File: config.mk
export PLATFORM = sky130hd
export DESIGN_NAME = geo_pixel_writer
export DESIGN_NICKNAME = d
export VERILOG_FILES = /design/src/rtl/geo_pixel_writer.sv
export SDC_FILE = /design/constraint.sdc
export NUM_CORES = 1
export LEC_CHECK = 0
export BUFFER_PORTS_ARGS = -buffer_cell sky130_fd_sc_hd__buf_4
export CORE_UTILIZATION = 30
export DETAILED_ROUTE_END_ITERATION = 8
export GPL_TIMING_DRIVEN = 0
export MAX_ROUTING_LAYER = met4
export SETUP_SLACK_MARGIN = 0.15
export SYNTH_ARGS = -nofsm -noshare
export SYNTH_HDL_FRONTEND = slang
export SYNTH_SLANG_ARGS = --single-unit
File: constraint.sdc
create_clock -name clk -period 6.4 [get_ports clk]
set_clock_uncertainty 0.2 [all_clocks]
set_input_delay 0.32 -clock clk [delete_from_list [all_inputs] [get_ports clk]]
set_output_delay 0.32 -clock clk [all_outputs]
set_load 0.005 [all_outputs]
File: src/rtl/geo_pixel_writer.sv
// geo_pixel_writer
// Consumer end of the geometry pixel stream. Pixels from the line generator
// are buffered in a small FIFO, clipped against the destination bitmap and
// converted to a masked byte write for the selected colour depth.
//
// Ports:
//   clk, reset          system clock, synchronous active-high reset
//   pixel_data_rdy      coordinate valid from the line generator
//   X_coord, Y_coord    signed 12-bit pixel coordinates
//   draw_busy           backpressure to the generator (fifo full or reset)
//   color, bpp_sel      pixel colour and colour depth (0=1bpp .. 3=8bpp)
//   dest_base           bitmap base byte address
//   dest_stride         bytes per raster line
//   dest_width/height   clip bounds in pixels
//   wr_req/addr/data/mask, wr_ack   masked write request to the arbiter
//   idle                nothing buffered and no request outstanding
//   clip_count          saturating count of discarded pixels
module geo_pixel_writer #(
  parameter int FIFO_DEPTH = 4,
  parameter int ADDR_W     = 20
) (
  input  logic              clk,
  input  logic              reset,
  input  logic              pixel_data_rdy,
  input  logic [11:0]       X_coord,
  input  logic [11:0]       Y_coord,
  output logic              draw_busy,
  input  logic [7:0]        color,
  input  logic [1:0]        bpp_sel,
  input  logic [ADDR_W-1:0] dest_base,
  input  logic [11:0]       dest_stride,
  input  logic [11:0]       dest_width,
  input  logic [11:0]       dest_height,
  output logic              wr_req,
  output logic [ADDR_W-1:0] wr_addr,
  output logic [7:0]        wr_data,
  output logic [7:0]        wr_mask,
  input  logic              wr_ack,
  output logic              idle,
  output logic [15:0]       clip_count
);

  localparam int PTR_W = (FIFO_DEPTH > 1) ? $clog2(FIFO_DEPTH) : 1;
  localparam logic [PTR_W:0] FULL_COUNT = (PTR_W + 1)'(FIFO_DEPTH);

  // FIFO storage and bookkeeping
  logic [31:0]      fifoMem_q [FIFO_DEPTH];
  logic [PTR_W-1:0] rdPtr_q, wrPtr_q;
  logic [PTR_W:0]   fifoCount_q;
  logic             fifoFull, fifoEmpty, push, pop;
  logic [31:0]      rdData;
  logic [11:0]      popX, popY;

  // Stage S1: clip decision and row offset
  logic        s1Valid_q, s1Valid_d;
  logic        s1Clip_q, s1Clip_d;
  logic [22:0] s1Row_q, s1Row_d;
  logic [10:0] s1X_q, s1X_d;
  logic [7:0]  s1Color_q, s1Color_d;
  logic [1:0]  s1Bpp_q, s1Bpp_d;

  // Stage S2: the request register seen by the arbiter
  logic              wrReq_q, wrReq_d;
  logic [ADDR_W-1:0] wrAddr_q, wrAddr_d;
  logic [7:0]        wrData_q, wrData_d;
  logic [7:0]        wrMask_q, wrMask_d;
  logic [15:0]       clipCount_q, clipCount_d;

  logic        s2Load, s1Advance;
  logic [1:0]  shiftAmt;
  logic [10:0] shiftedX;

  assign fifoFull  = (fifoCount_q == FULL_COUNT);
  assign fifoEmpty = (fifoCount_q == '0);
  assign draw_busy = fifoFull | reset;
  // Fullness comes from the registered count, so a simultaneous pop never
  // lets a new pixel in on the same edge.
  assign push      = pixel_data_rdy & ~draw_busy;

  assign s2Load    = s1Valid_q & ~s1Clip_q & (~wrReq_q | wr_ack);
  assign s1Advance = s1Valid_q & (s1Clip_q | s2Load);
  assign pop       = ~fifoEmpty & (~s1Valid_q | s1Advance);

  assign rdData = fifoMem_q[rdPtr_q];
  assign popX   = rdData[23:12];
  assign popY   = rdData[11:0];

  assign wr_req     = wrReq_q;
  assign wr_addr    = wrAddr_q;
  assign wr_data    = wrData_q;
  assign wr_mask    = wrMask_q;
  assign clip_count = clipCount_q;
  assign idle       = fifoEmpty & ~s1Valid_q & ~wrReq_q;

  // FIFO payload: colour, X, Y packed in one word. No reset needed since
  // entries are only read while counted as valid.
  always_ff @(posedge clk) begin
    if (push) fifoMem_q[wrPtr_q] <= {color, X_coord, Y_coord};
  end

  always_ff @(posedge clk) begin
    if (reset) begin
      rdPtr_q     <= '0;
      wrPtr_q     <= '0;
      fifoCount_q <= '0;
    end else begin
      if (push) wrPtr_q <= wrPtr_q + 1'b1;
      if (pop)  rdPtr_q <= rdPtr_q + 1'b1;
      case ({push, pop})
        2'b10:   fifoCount_q <= fifoCount_q + 1'b1;
        2'b01:   fifoCount_q <= fifoCount_q - 1'b1;
        default: fifoCount_q <= fifoCount_q;
      endcase
    end
  end

  // S1 next state. A negative coordinate has bit 11 set; the unsigned
  // compare against the width then handles the upper bound.
  always_comb begin
    s1Valid_d = s1Valid_q;
    s1Clip_d  = s1Clip_q;
    s1Row_d   = s1Row_q;
    s1X_d     = s1X_q;
    s1Color_d = s1Color_q;
    s1Bpp_d   = s1Bpp_q;
    if (pop) begin
      s1Valid_d = 1'b1;
      s1Clip_d  = popX[11] | popY[11] | (popX >= dest_width) | (popY >= dest_height);
      s1Row_d   = 23'(popY[10:0]) * 23'(dest_stride);
      s1X_d     = popX[10:0];
      s1Color_d = rdData[31:24];
      s1Bpp_d   = bpp_sel;
    end else if (s1Advance) begin
      s1Valid_d = 1'b0;
    end
  end

  // S2 next state: byte address, MSB-first pixel mask and replicated colour.
  always_comb begin
    shiftAmt    = 2'd3 - s1Bpp_q;
    shiftedX    = s1X_q >> shiftAmt;
    wrReq_d     = wrReq_q;
    wrAddr_d    = wrAddr_q;
    wrData_d    = wrData_q;
    wrMask_d    = wrMask_q;
    clipCount_d = clipCount_q;
    if (s2Load) begin
      wrReq_d  = 1'b1;
      wrAddr_d = dest_base + ADDR_W'(s1Row_q) + ADDR_W'(shiftedX);
      case (s1Bpp_q)
        2'd0: begin
          wrMask_d = 8'h80 >> s1X_q[2:0];
          wrData_d = {8{s1Color_q[0]}};
        end
        2'd1: begin
          wrMask_d = 8'hC0 >> {s1X_q[1:0], 1'b0};
          wrData_d = {4{s1Color_q[1:0]}};
        end
        2'd2: begin
          wrMask_d = s1X_q[0] ? 8'h0F : 8'hF0;
          wrData_d = {2{s1Color_q[3:0]}};
        end
        default: begin
          wrMask_d = 8'hFF;
          wrData_d = s1Color_q;
        end
      endcase
    end else if (wrReq_q & wr_ack) begin
      wrReq_d = 1'b0;
    end
    if (s1Valid_q & s1Clip_q & (clipCount_q != 16'hFFFF)) begin
      clipCount_d = clipCount_q + 16'd1;
    end
  end

  // Pipeline registers. Reset drops any outstanding request outright.
  always_ff @(posedge clk) begin
    if (reset) begin
      s1Valid_q   <= 1'b0;
      s1Clip_q    <= 1'b0;
      s1Row_q     <= '0;
      s1X_q       <= '0;
      s1Color_q   <= '0;
      s1Bpp_q     <= '0;
      wrReq_q     <= 1'b0;
      wrAddr_q    <= '0;
      wrData_q    <= '0;
      wrMask_q    <= '0;
      clipCount_q <= '0;
    end else begin
      s1Valid_q   <= s1Valid_d;
      s1Clip_q    <= s1Clip_d;
      s1Row_q     <= s1Row_d;
      s1X_q       <= s1X_d;
      s1Color_q   <= s1Color_d;
      s1Bpp_q     <= s1Bpp_d;
      wrReq_q     <= wrReq_d;
      wrAddr_q    <= wrAddr_d;
      wrData_q    <= wrData_d;
      wrMask_q    <= wrMask_d;
      clipCount_q <= clipCount_d;
    end
  end

endmodule

==> impl_results.md, run 1 <==
* Outcome: complete, no violations
* Placer Congestion at around 0.87
* I/O pin total at about 150
* Drc violations at 0
* Grt ovf at 0
* WL final at approximately 40000 um
* Area grow syn2layout at 25.8%
* Worst-Margin Slew at between 1000 and 1500 ps
* End-of-flow core utilization at about two fifths
* Final Cell Area at approximately 19000 um2
* Initial antenna violation count at 0
* Fin crit period at about 6000 ps
* Crit path DAT at 6320 ps
* Worst path required time at between 6000 and 7000 ps
* Post-synth net total at about 1700
* CTS root buffer: clkbuf_16
* Row count at 81
* Vias in the first global route at between 10000 and 15000
* Largest net degree at the start of global routing at 33
* IO Port Bufs at around 150
* CP Class: reg -> reg
* Max Fclk at about 160 MHz
* Post-synthesis cell area at between 10000 and 15000 um2
* DR iter-0 viols at roughly 560
* DP Area at around 17000 um2
* First-pass GRT wire length at roughly 63000 um
* GR Util All Layers at ~16%
* FF+latch area at 5950 um2
* Yosys reg bits at 233
* Fillers at slightly below 5000
* Worst hold path class: in -> reg
* Die height at between 200 and 250 um
* Slew HR at ~32%
* Die W at between 200 and 250 um
* Post-synth ARST share at 0%
* Max clock buf depth at 3
* Synth cell types at 71
* Number of synthesized flops with an enable pin at approximately 130
* Synthesized area per cell at between 10 and 15 um2
* Most common flop cell mapped by yosys: edfxtp_1
* Sequential area share after synthesis at 39.7%
* Post-route ant nets at 0
* Worst-path clk slew at 60 ps
* CP startpoint kind: flop
* CTS H-tree lvls at 1
* Antenna fix cells at 0
* Cells after synthesis at approximately 1400
* Critical Path End Type: flop
* Hold Vio Cnt, Final at 0
* Synth warn at 0
* Drt via density at 4.68
* Num CTS Buffers at 27
* DR pass1 iterations at 7
* Final setup viols at 0
* Hold slack at between 20 and 30 ps
* Placement Setup Slack at -614 ps
* Sink Count at 233
* RSZ-0062 raised after global routing: yes
* Core region area at 49100 um2
* Multi-input logic area at approximately 8300 um2
* Starting Density at 30.5%
* Die area at 50800 um2
* Final nets at between 1500 and 2000
* Max FO, Critical Path at 8
* Fin. max-slew vios at 0
* Max Cap Violations at 0
* Clk Latency, worst-skew pair at around 570 ps
* Total number of vias at about 11000
* Final Worst Setup Slack at just over 300 ps
* Avg WL per Cell at approximately 17 um
* Final Cycle Share at 95.2%
* Share of layout cells above drive strength 1 at 20.4%
* TritonCTS clock tree: done
* Post-detail-place hpwl at just over 30000 um
[per-stage QoR]
| stage | setup TNS, ps | instances |
|---|---|---|
| after floorplan | 0 | 1406 |
| after global placement | -3090 | 2217 |
| after detailed placement | -3570 | 2219 |
| after CTS | 0 | 2323 |
| after global routing | 0 | 2333 |
| final | 0 | 2333 |
[layout by cell type, fill, tap and decap left out, types with 20 or more instances in the layout]
| cell type | instances |
|---|---|
| ha_1 | 96 |
| nor2_1 | 74 |
| inv_1 | 160 |
| fa_1 | 96 |
| o21ai_0 | 26 |
| edfxtp_1 | 128 |
| dlygate4sd3_1 | 37 |
| mux4_2 | 38 |
| nand2_1 | 162 |
| dfxtp_1 | 103 |
| clkbuf_1 | 48 |
| and2_1 | 77 |
| xnor2_1 | 23 |
| buf_4 | 172 |
| a21oi_1 | 91 |
| xor2_1 | 20 |
| clkbuf_16 | 31 |
[registers in the layout (all words and copies together), names as in the netlist, 2 cells and up, named ones only]
register and count:
s1X_q 11, s1Row_q 20, wr_addr 20, clip_count 16, wr_mask 8, rdPtr_q 2, fifoCount_q 3, wr_data 8
fifoMem_q 128, s1Color_q 8, wrPtr_q 2, s1Bpp_q 2
[critical path: stages (launching register included)]
cell	delay (ps)
dfxtp_2	330
buf_8	130
buf_12	140
mux4_2	570
buf_8	160
and2_4	150
fa_1	540
fa_1	460
fa_1	530
fa_1	550
inv_2	40
fa_1	500
inv_2	50
ha_4	210
buf_6	120
a21o_1	180
a2111oi_4	360
nand3_2	160
nand3_4	140
o21ai_2	70
xnor2_1	140
a22o_1	200
[layout make-up]
cell class	count	area share, %
multi-input combinational	933	44.1
sequential	233	31.6
timing repair buffer	213	9.17
tap	664	4.41
clock buffer	36	4.37
inverter	170	3.39
buffer	70	2.18
clock inverter	14	0.870
[final timing paths]
| path | start | to | slack [ps] | cells past startpoint |
|---|---|---|---|---|
| worst min-delay path | wr_ack | wr_req | 30 | 3 |
| worst max-delay path | flop | s1Row_q[19] | 310 | 21 |
| worst min register to register | wr_addr[14] | wr_addr[14] | 250 | 2 |
| worst max register to register | flop | s1Row_q[19] | 310 | 21 |
[repair_timing]
action	in CTS	in global routing
pin swaps	15	45
resized for setup	45	49
hold buffers	37	0
cloned	0	0
hold endpoints to repair	134	0
setup buffers	17	10
setup endpoints to repair	11	7
[metal layers]
metal	routed length [um]	global-route usage, %	up-vias	part of all wire (%)
met3	1370	1.86	43	3.4
met4	659	3.55	0	1.6
met5	0	-	-	0
met2	20300	28.6	190	51
met1	17800	20.3	5389	44
li1	-	-	5287	-
[synthesized netlist by cell type, types with 3 or more instances]
library cell | n | area [um2]
inv_1 | 169 | 634
nand2_1 | 165 | 619
edfxtp_1 | 128 | 3840
dfxtp_1 | 105 | 2100
ha_1 | 103 | 1290
fa_1 | 100 | 2000
a21oi_1 | 93 | 465
and2_1 | 79 | 494
nor2_1 | 74 | 278
clkbuf_1 | 54 | 203
mux4_2 | 38 | 856
o21ai_0 | 28 | 140
xnor2_1 | 24 | 210
nand3_1 | 20 | 100
xor2_1 | 20 | 175
a211oi_1 | 18 | 135
nor3_1 | 15 | 75.1
a21o_1 | 14 | 105
buf_2 | 13 | 65.1
mux2i_1 | 12 | 120
o211ai_1 | 10 | 75.1
o21a_1 | 10 | 75.1
and3_1 | 9 | 56.3
nor2b_1 | 8 | 50.1
a31oi_1 | 7 | 43.8
nand2b_1 | 7 | 43.8
nand4_1 | 7 | 43.8
or3_1 | 7 | 43.8
a311oi_1 | 4 | 35.0
o21ai_1 | 4 | 20.0
a22o_1 | 3 | 26.3
and4_1 | 3 | 26.3
o2111ai_1 | 3 | 26.3
o211a_1 | 3 | 30.0
o31ai_1 | 3 | 22.5
or4_1 | 3 | 22.5
[kinds of logic (layout without fill, tap and decap cells)]
| logic type | Yosys count | in the layout | synth area share (%) |
|---|---|---|---|
| compound gates | 225 | 225 | 9.97 |
| xor+xnor | 44 | 44 | 2.57 |
| fa+ha+maj | 203 | 203 | 22.0 |
| buf+inv | 240 | 503 | 6.15 |
| flops | 233 | 233 | 39.7 |
| mux | 51 | 51 | 6.59 |
| simple gates | 410 | 410 | 13.1 |
Power of run 1 is not shown: default switching activity piles up to over one toggle a cycle in this logic, so the estimate is an artifact.
==> run 2, diff against run 1 <==
--- a/config.mk
+++ b/config.mk
@@ -5,10 +5,12 @@
 export SDC_FILE = /design/constraint.sdc
 export NUM_CORES = 1
 export LEC_CHECK = 0
+export ABC_AREA = 1
 export BUFFER_PORTS_ARGS = -buffer_cell sky130_fd_sc_hd__buf_4
 export CORE_UTILIZATION = 30
 export DETAILED_ROUTE_END_ITERATION = 8
 export GPL_TIMING_DRIVEN = 0
+export HOLD_SLACK_MARGIN = 0.03
 export MAX_ROUTING_LAYER = met4
 export SETUP_SLACK_MARGIN = 0.15
 export SYNTH_ARGS = -nofsm -noshare
==> run 2 against run 1 <==
Against the previous run: cell area shrank 1.1%; utilization shrank 1.3 points; die area grew 1.8%; via count grew 16%; first-iteration DRC count grew 41%; hold slack gained 12 ps; non-clock buffer count shrank 45; critical endpoint is now s1Row_q[13].
==> impl_results.md, run 2 <==
* I/O pin total at 149 (unchanged)
* Post-synth ARST share at 0% (unchanged)
* Starting Density at 30.4% (was 30.5%)
* Worst stage delay on the critical path at 540 ps (was 570 ps)
* CP startpoint kind: flop (unchanged)
* Yosys reg bits at 233 (unchanged)
* Post-route ant nets at 0 (unchanged)
* Cell taking the most area after synthesis: edfxtp_1 (unchanged)
* Synth warn at 0 (unchanged)
* Worst-Margin Slew at 730 ps (was 1010 ps)
* Antenna fix cells at 0 (unchanged)
* Initial antenna violation count at 0 (unchanged)
* Final Worst Setup Slack at 510 ps (was 307 ps)
* Die height at 227 um (was 225 um)
* Critical path's top delay family: adder cells (unchanged)
* Synthesized area per cell at 8.67 um2 (was 10.7 um2)
* Final Cell Area at 18600 um2 (was 18800 um2)
* Placement Setup Slack at -76.1 ps (was -614 ps)
* DR iter-0 viols at 795 (was 562)
* Most common flop cell mapped by yosys: edfxtp_1 (unchanged)
* Total number of vias at 12600 (was 10900)
* Post-detail-place hpwl at 34600 um (was 30700 um)
* CP Class: reg -> reg (unchanged)
* Cells after synthesis at 1758 (was 1406)
* Vias in the first global route at 12900 (was 11400)
* First-pass GRT wire length at 69500 um (was 62900 um)
* WP buf/inv at 7 (was 6)
* Final setup viols at 0 (unchanged)
* DR pass1 iterations at 5 (was 7)
* Slew HR at 51.3% (was 32.0%)
* CTS root buffer: clkbuf_16 (unchanged)
* Sink Count at 233 (unchanged)
* Max Cap Violations at 0 (unchanged)
* Post-synth net total at 2055 (was 1703)
* Die area at 51700 um2 (was 50800 um2)
* Main area contributors after synthesis: edfxtp_1, dfxtp_1, fa_1 (unchanged)
* Post-synth top cells: inv_1, nor2_1, nand2_1, o21ai_0, edfxtp_1 (was inv_1, nand2_1, edfxtp_1, dfxtp_1, ha_1)
* Core region area at 50200 um2 (was 49100 um2)
* IO Port Bufs at 147 (unchanged)
* Yosys top cell area share at 25.2% (was 25.7%)
* WL final at 43800 um (was 40200 um)
* Die W at 227 um (was 225 um)
* Crit path cell chain: buf_4 -> clkbuf_4 -> nand3_1 -> nand2_1 -> clkinv_2 -> nand2_1 -> fa_1 -> fa_1 -> inv_1 -> fa_1 -> fa_1 -> inv_1 -> fa_1 -> inv_1 -> ha_2 -> a21oi_2 -> a21boi_0 -> nand2_1 -> nand2_1 -> nand2_1 -> xor2_1 -> o21ai_0 -> inv_1 (was buf_8 -> buf_12 -> mux4_2 -> buf_8 -> and2_4 -> fa_1 -> fa_1 -> fa_1 -> fa_1 -> inv_2 -> fa_1 -> inv_2 -> ha_4 -> buf_6 -> a21o_1 -> a2111oi_4 -> nand3_2 -> nand3_4 -> o21ai_2 -> xnor2_1 -> a22o_1)
* Synth cell types at 49 (was 71)
* Largest register by flop count: fifoMem_q (unchanged)
* Fillers at 5067 (was 4854)
* Max clock buf depth at 3 (unchanged)
* Worst path required time at 6630 ps (about the same)
* Area grow syn2layout at 22.2% (was 25.8%)
* Sequential area share after synthesis at 39.0% (was 39.7%)
* Clk Latency, worst-skew pair at 550 ps (was 570 ps)
* Max Fclk at 170 MHz (was 164 MHz)
* Drc violations at 0 (unchanged)
* Share of layout cells above drive strength 1 at 13.7% (was 20.4%)
* Outcome: complete, no violations (unchanged)
* Crit path DAT at 6120 ps (was 6320 ps)
* RSZ-0062 raised after global routing: no (was yes)
* Final nets at 2269 (was 1945)
* Largest net degree at the start of global routing at 21 (was 33)
* Grt ovf at 0 (unchanged)
* Commonest non-fill, non-tap cells in the layout: inv_1, nor2_1, nand2_1 (was buf_4, nand2_1, inv_1)
* Post-synthesis cell area at 15200 um2 (was 15000 um2)
* Most common cell in the netlist: inv_1 (unchanged)
* DP Area at 17300 um2 (was 17000 um2)
* Postcts setup bufs at 0 (was 17)
* Max FO, Critical Path at 10 (was 8)
* Hold Vio Cnt, Final at 0 (unchanged)
* Max reg flops at 128 (unchanged)
* Num CTS Buffers at 26 (was 27)
* Slowest CP cell: fa_1 (was mux4_2)
* Commonest non-fill, non-tap cell in the layout: inv_1 (was buf_4)
* CTS H-tree lvls at 1 (unchanged)
* Placer Congestion at 0.896 (was 0.868)
* Number of synthesized flops with an enable pin at 128 (unchanged)
* GR Util All Layers at 17.9% (was 16.4%)
* Critical Path End Type: flop (unchanged)
* Worst-path clk slew at 60 ps (about the same)
* Final Cycle Share at 92.0% (was 95.2%)
* Worst hold path class: in -> reg (unchanged)
* Drt via density at 4.74 (was 4.68)
* Row count at 82 (was 81)
* TritonCTS clock tree: done (unchanged)
* Avg WL per Cell at 16.5 um (was 17.2 um)
* Fin crit period at 5890 ps (was 6090 ps)
* Fin. max-slew vios at 0 (unchanged)
-- run 2: cell count changes after synthesis, moves of 9 or more --
cell	change
nand2_2	+12
o21ai_0	+106
and3_1	-9
mux4_2	-38
xnor2_1	-15
nand2_1	+85
nand3_1	+55
nor2_1	+179
and2_1	-79
mux2i_1	-10
inv_1	+117
o22ai_1	+12
clkbuf_1	-29
-- run 2: final timing paths --
| kind | from | cells past startpoint | slack, ps | end |
|---|---|---|---|---|
| worst min register to register | rdPtr_q[1] | 2 | 270 | flop |
| worst min-delay path | dest_base[0] | 4 | 40 | wr_addr[0] |
| worst max register to register | flop | 23 | 510 | s1Row_q[13] |
| worst max-delay path | flop | 23 | 510 | s1Row_q[13] |
-- run 2: timing repair --
action,in CTS,in global routing
gates resized for setup,4,30
endpoints found under the setup margin,8,10
hold endpoints to repair,132,0
hold buffers,35,0
-- run 2: worst min-delay path: stages --
cell and delay (ps):
buf_4 110, inv_1 70, fa_1 170, a21oi_1 60
-- run 2: logic make-up after synthesis --
family	share of synthesized area, %
compound gates	11.4
xor+xnor	1.44
flops	39.0
buf+inv	8.93
mux	0.131
simple gates	17.6
fa+ha+maj	21.6
-- run 2: metal layers --
metal	routed length, um	vias up	GRT usage, %
met1	19100	6049	22.1
met5	0	-	-
met2	21800	335	31.0
met3	1960	72	1.83
li1	-	6157	-
met4	983	0	4.61
-- run 2: through the flow --
step | hold slack [ps] | util, % | setup TNS (ps) | cells
after floorplan | 219 | - | 0 | 1758
after global placement | 255 | 34.3 | -251 | 2577
after detailed placement | 253 | 34.5 | -195 | 2581
after CTS | 33.7 | 37.0 | 0 | 2662
after global routing | 81.7 | 37.1 | 0 | 2662
final | 40.1 | 37.1 | 0 | 2662
-- run 2: area by class of cell --
| type | count | area, um2 | share of cell area, % |
|---|---|---|---|
| Multi-Input combinational cell | 1178 | 8020 | 43.0 |
| Sequential cell | 233 | 5950 | 31.9 |
| Timing Repair Buffer | 186 | 1560 | 8.35 |
| Inverter | 295 | 1110 | 5.98 |
| Tap cell | 672 | 841 | 4.51 |
| Clock buffer | 35 | 744 | 3.99 |
| Buffer | 52 | 277 | 1.48 |
| Clock inverter | 11 | 140 | 0.752 |
Power of run 2 is left out for the same reason.
==> run 3, diff against run 2 <==
==> constraint.sdc (replaced) <==
create_clock -name clk -period 6.4 [get_ports clk]
set_clock_uncertainty 0.2 [all_clocks]
set_input_delay 1.6 -clock clk [delete_from_list [all_inputs] [get_ports clk]]
set_output_delay 1.6 -clock clk [all_outputs]
set_load 0.005 [all_outputs]
==> run 3 against run 2 <==
Against the previous run: hold slack improved by 230 ps; setup slack got worse by 34 ps; cell area shrank 1.9%; final cell count is 1.3% lower; global-route usage is essentially flat; flip-flop and latch count unchanged; sequential share of layout area rose by 0.60 points; first-iteration DRC count grew 2.6%; non-clock buffer count shrank 35; fmax down 0.58%; highest routed layer unchanged.
==> impl_results.md, run 3 (synthesis gave the netlist of run 2 again) <==
* Row count at 82 (unchanged)
* Critical Path End Type: flop (unchanged)
* End-of-flow core utilization at 36.5% (was 37.1%)
* Max FO, Critical Path at 6 (was 10)
* Commonest non-fill, non-tap cell in the layout: inv_1 (unchanged)
* Grt ovf at 0 (unchanged)
* Worst-path clk slew at 60 ps (about the same)
* WL final at 43800 um (about the same)
* DR iter-0 viols at 816 (was 795)
* FF+latch area at 5950 um2 (unchanged)
* Initial antenna violation count at 0 (unchanged)
* R2r setup slk at 520 ps (was 510 ps)
* Max reg flops at 128 (unchanged)
* Critical hold path startpoint: rdPtr_q[1] (was dest_base[0])
* Final Cell Area at 18300 um2 (was 18600 um2)
* First-pass GRT wire length at 69400 um (was 69500 um)
* Worst-Margin Slew at 709 ps (was 730 ps)
* Largest register by flop count: fifoMem_q (unchanged)
* Clk Latency, worst-skew pair at 550 ps (about the same)
* Commonest non-fill, non-tap cells in the layout: inv_1, nor2_1, nand2_1 (unchanged)
* Most frequent CP cell: inv_1
* Final setup viols at 0 (unchanged)
* Avg WL per Cell at 16.7 um (was 16.5 um)
* CP Class: in -> reg (was reg -> reg)
* RSZ-0062 raised after global routing: no (unchanged)
* Drt via density at 4.75 (was 4.74)
* Hold Vio Cnt, Final at 0 (unchanged)
* Antenna fix cells at 0 (unchanged)
* Reg-to-Reg End: s1Row_q[13] (unchanged)
* Largest net degree at the start of global routing at 21 (unchanged)
* WP buf/inv at 7 (unchanged)
* Slowest CP cell: fa_1 (unchanged)
* Fillers at 5080 (was 5067)
* Outcome: complete, no violations (unchanged)
* Multi-input logic area at 8020 um2 (unchanged)
* Core region area at 50200 um2 (unchanged)
* Num CTS Buffers at 26 (unchanged)
* Total number of vias at 12500 (was 12600)
* TritonCTS clock tree: done (unchanged)
* Vias in the first global route at 12800 (was 12900)
* GR Util All Layers at 17.9% (about the same)
* Placer Congestion at 0.896 (unchanged)
* CTS H-tree lvls at 1 (unchanged)
* Final nets at 2234 (was 2269)
* Area grow syn2layout at 19.9% (was 22.2%)
* Crit path cell chain: buf_4 -> inv_1 -> nor2_1 -> fa_1 -> inv_1 -> fa_1 -> inv_1 -> fa_1 -> fa_1 -> inv_1 -> fa_1 -> inv_1 -> ha_2 -> a21oi_2 -> a21boi_0 -> nand2_1 -> nand2_1 -> nand2_1 -> xor2_1 -> o21ai_0 -> inv_1 (was buf_4 -> clkbuf_4 -> nand3_1 -> nand2_1 -> clkinv_2 -> nand2_1 -> fa_1 -> fa_1 -> inv_1 -> fa_1 -> fa_1 -> inv_1 -> fa_1 -> inv_1 -> ha_2 -> a21oi_2 -> a21boi_0 -> nand2_1 -> nand2_1 -> nand2_1 -> xor2_1 -> o21ai_0 -> inv_1)
* Critical path's top delay family: adder cells (unchanged)
* DP Area at 17300 um2 (unchanged)
* Slew HR at 52.7% (was 51.3%)
* Crit path DAT at 6150 ps (was 6120 ps)
* Die area at 51700 um2 (unchanged)
* Starting Density at 30.4% (unchanged)
* Fin crit period at 5920 ps (was 5890 ps)
* Max clock buf depth at 3 (unchanged)
* IO Port Bufs at 147 (unchanged)
* CTS root buffer: clkbuf_16 (unchanged)
* Setup_tns at 0 ps (unchanged)
* Post-route ant nets at 0 (unchanged)
* Share of layout cells above drive strength 1 at 14.0% (was 13.7%)
* Die height at 227 um (unchanged)
* Die W at 227 um (unchanged)
* Final Cycle Share at 92.6% (was 92.0%)
* Sink Count at 233 (unchanged)
* Worst stage delay on the critical path at 550 ps (was 540 ps)
* Drc violations at 0 (unchanged)
* R2R depth at 23 (unchanged)
* CP startpoint kind: primary input (was flop)
* DR pass1 iterations at 5 (unchanged)
* Hold Path Depth at 2 (was 4)
* I/O pin total at 149 (unchanged)
* Hold slack at 269 ps (was 40.1 ps)
* Post-detail-place hpwl at 34600 um (unchanged)
* Worst hold path class: reg -> reg (was in -> reg)
* Max Cap Violations at 0 (unchanged)
* Fin. max-slew vios at 0 (unchanged)
* Worst path required time at 6630 ps (about the same)
* Max Fclk at 169 MHz (was 170 MHz)
[run 3: cell types whose count changed in the layout (fill, tap and decap cells not counted), sizes merged]
cell / previous run / this run
dlygate4sd3: 35 / 0
inv: 293 / 292
clkinvlp: 0 / 1
[run 3: area by class of cell]
type	instances	share of cell area (%)
clock buffers	35	4.07
plain buffers	52	1.51
inverters	295	6.11
well taps	672	4.60
flip-flops and latches	233	32.5
clock inverters	11	0.766
repair buffers	151	6.60
multi-input cells	1178	43.8
[run 3: worst max path at each step]
stage,from,to,cells past startpoint
after floorplan,dest_stride[3],s1Row_q[13],20
after global placement,dest_stride[3],s1Row_q[15],23
after detailed placement,dest_stride[3],s1Row_q[15],23
after CTS,flop,s1Row_q[14],22
after global routing,flop,s1Row_q[13],26
final,dest_stride[4],s1Row_q[13],21
[run 3: metal layers]
metal | up-vias | part of all wire [%] | global-route usage (%)
li1 | 6093 | - | -
met1 | 5987 | 44 | 22.1
met2 | 328 | 49 | 30.9
met3 | 72 | 4.5 | 1.91
met4 | 0 | 2.3 | 4.72
met5 | - | 0 | -
[run 3: worst reg2reg max path: stages (launching register included)]
cell	delay, ps
dfxtp_2	410
buf_4	230
clkbuf_4	260
nand3_1	90
nand2_1	190
clkinv_2	240
nand2_1	150
fa_1	440
fa_1	510
inv_1	50
fa_1	460
fa_1	550
inv_1	70
fa_1	530
inv_1	40
ha_2	320
a21oi_2	170
a21boi_0	180
nand2_1	140
nand2_1	80
nand2_1	70
xor2_1	170
o21ai_0	160
inv_1	50
[run 3: what timing repair did]
action / 4_1_cts / 5_1_grt
endpoints found under the setup margin: 8 / 10
hold buffers: 0 / 0
setup buffers: 0 / 0
gates resized for setup: 4 / 31
[run 3: stage by stage]
| step | setup slack [ps] | cells |
|---|---|---|
| 3_5_place_dp | -281 | 2581 |
| 2_1_floorplan | 354 | 1758 |
| 3_3_place_gp | -305 | 2577 |
| 6_report | 476 | 2627 |
| 5_1_grt | 156 | 2627 |
| 4_1_cts | 161 | 2627 |
Power of run 3 is left out for the same reason.
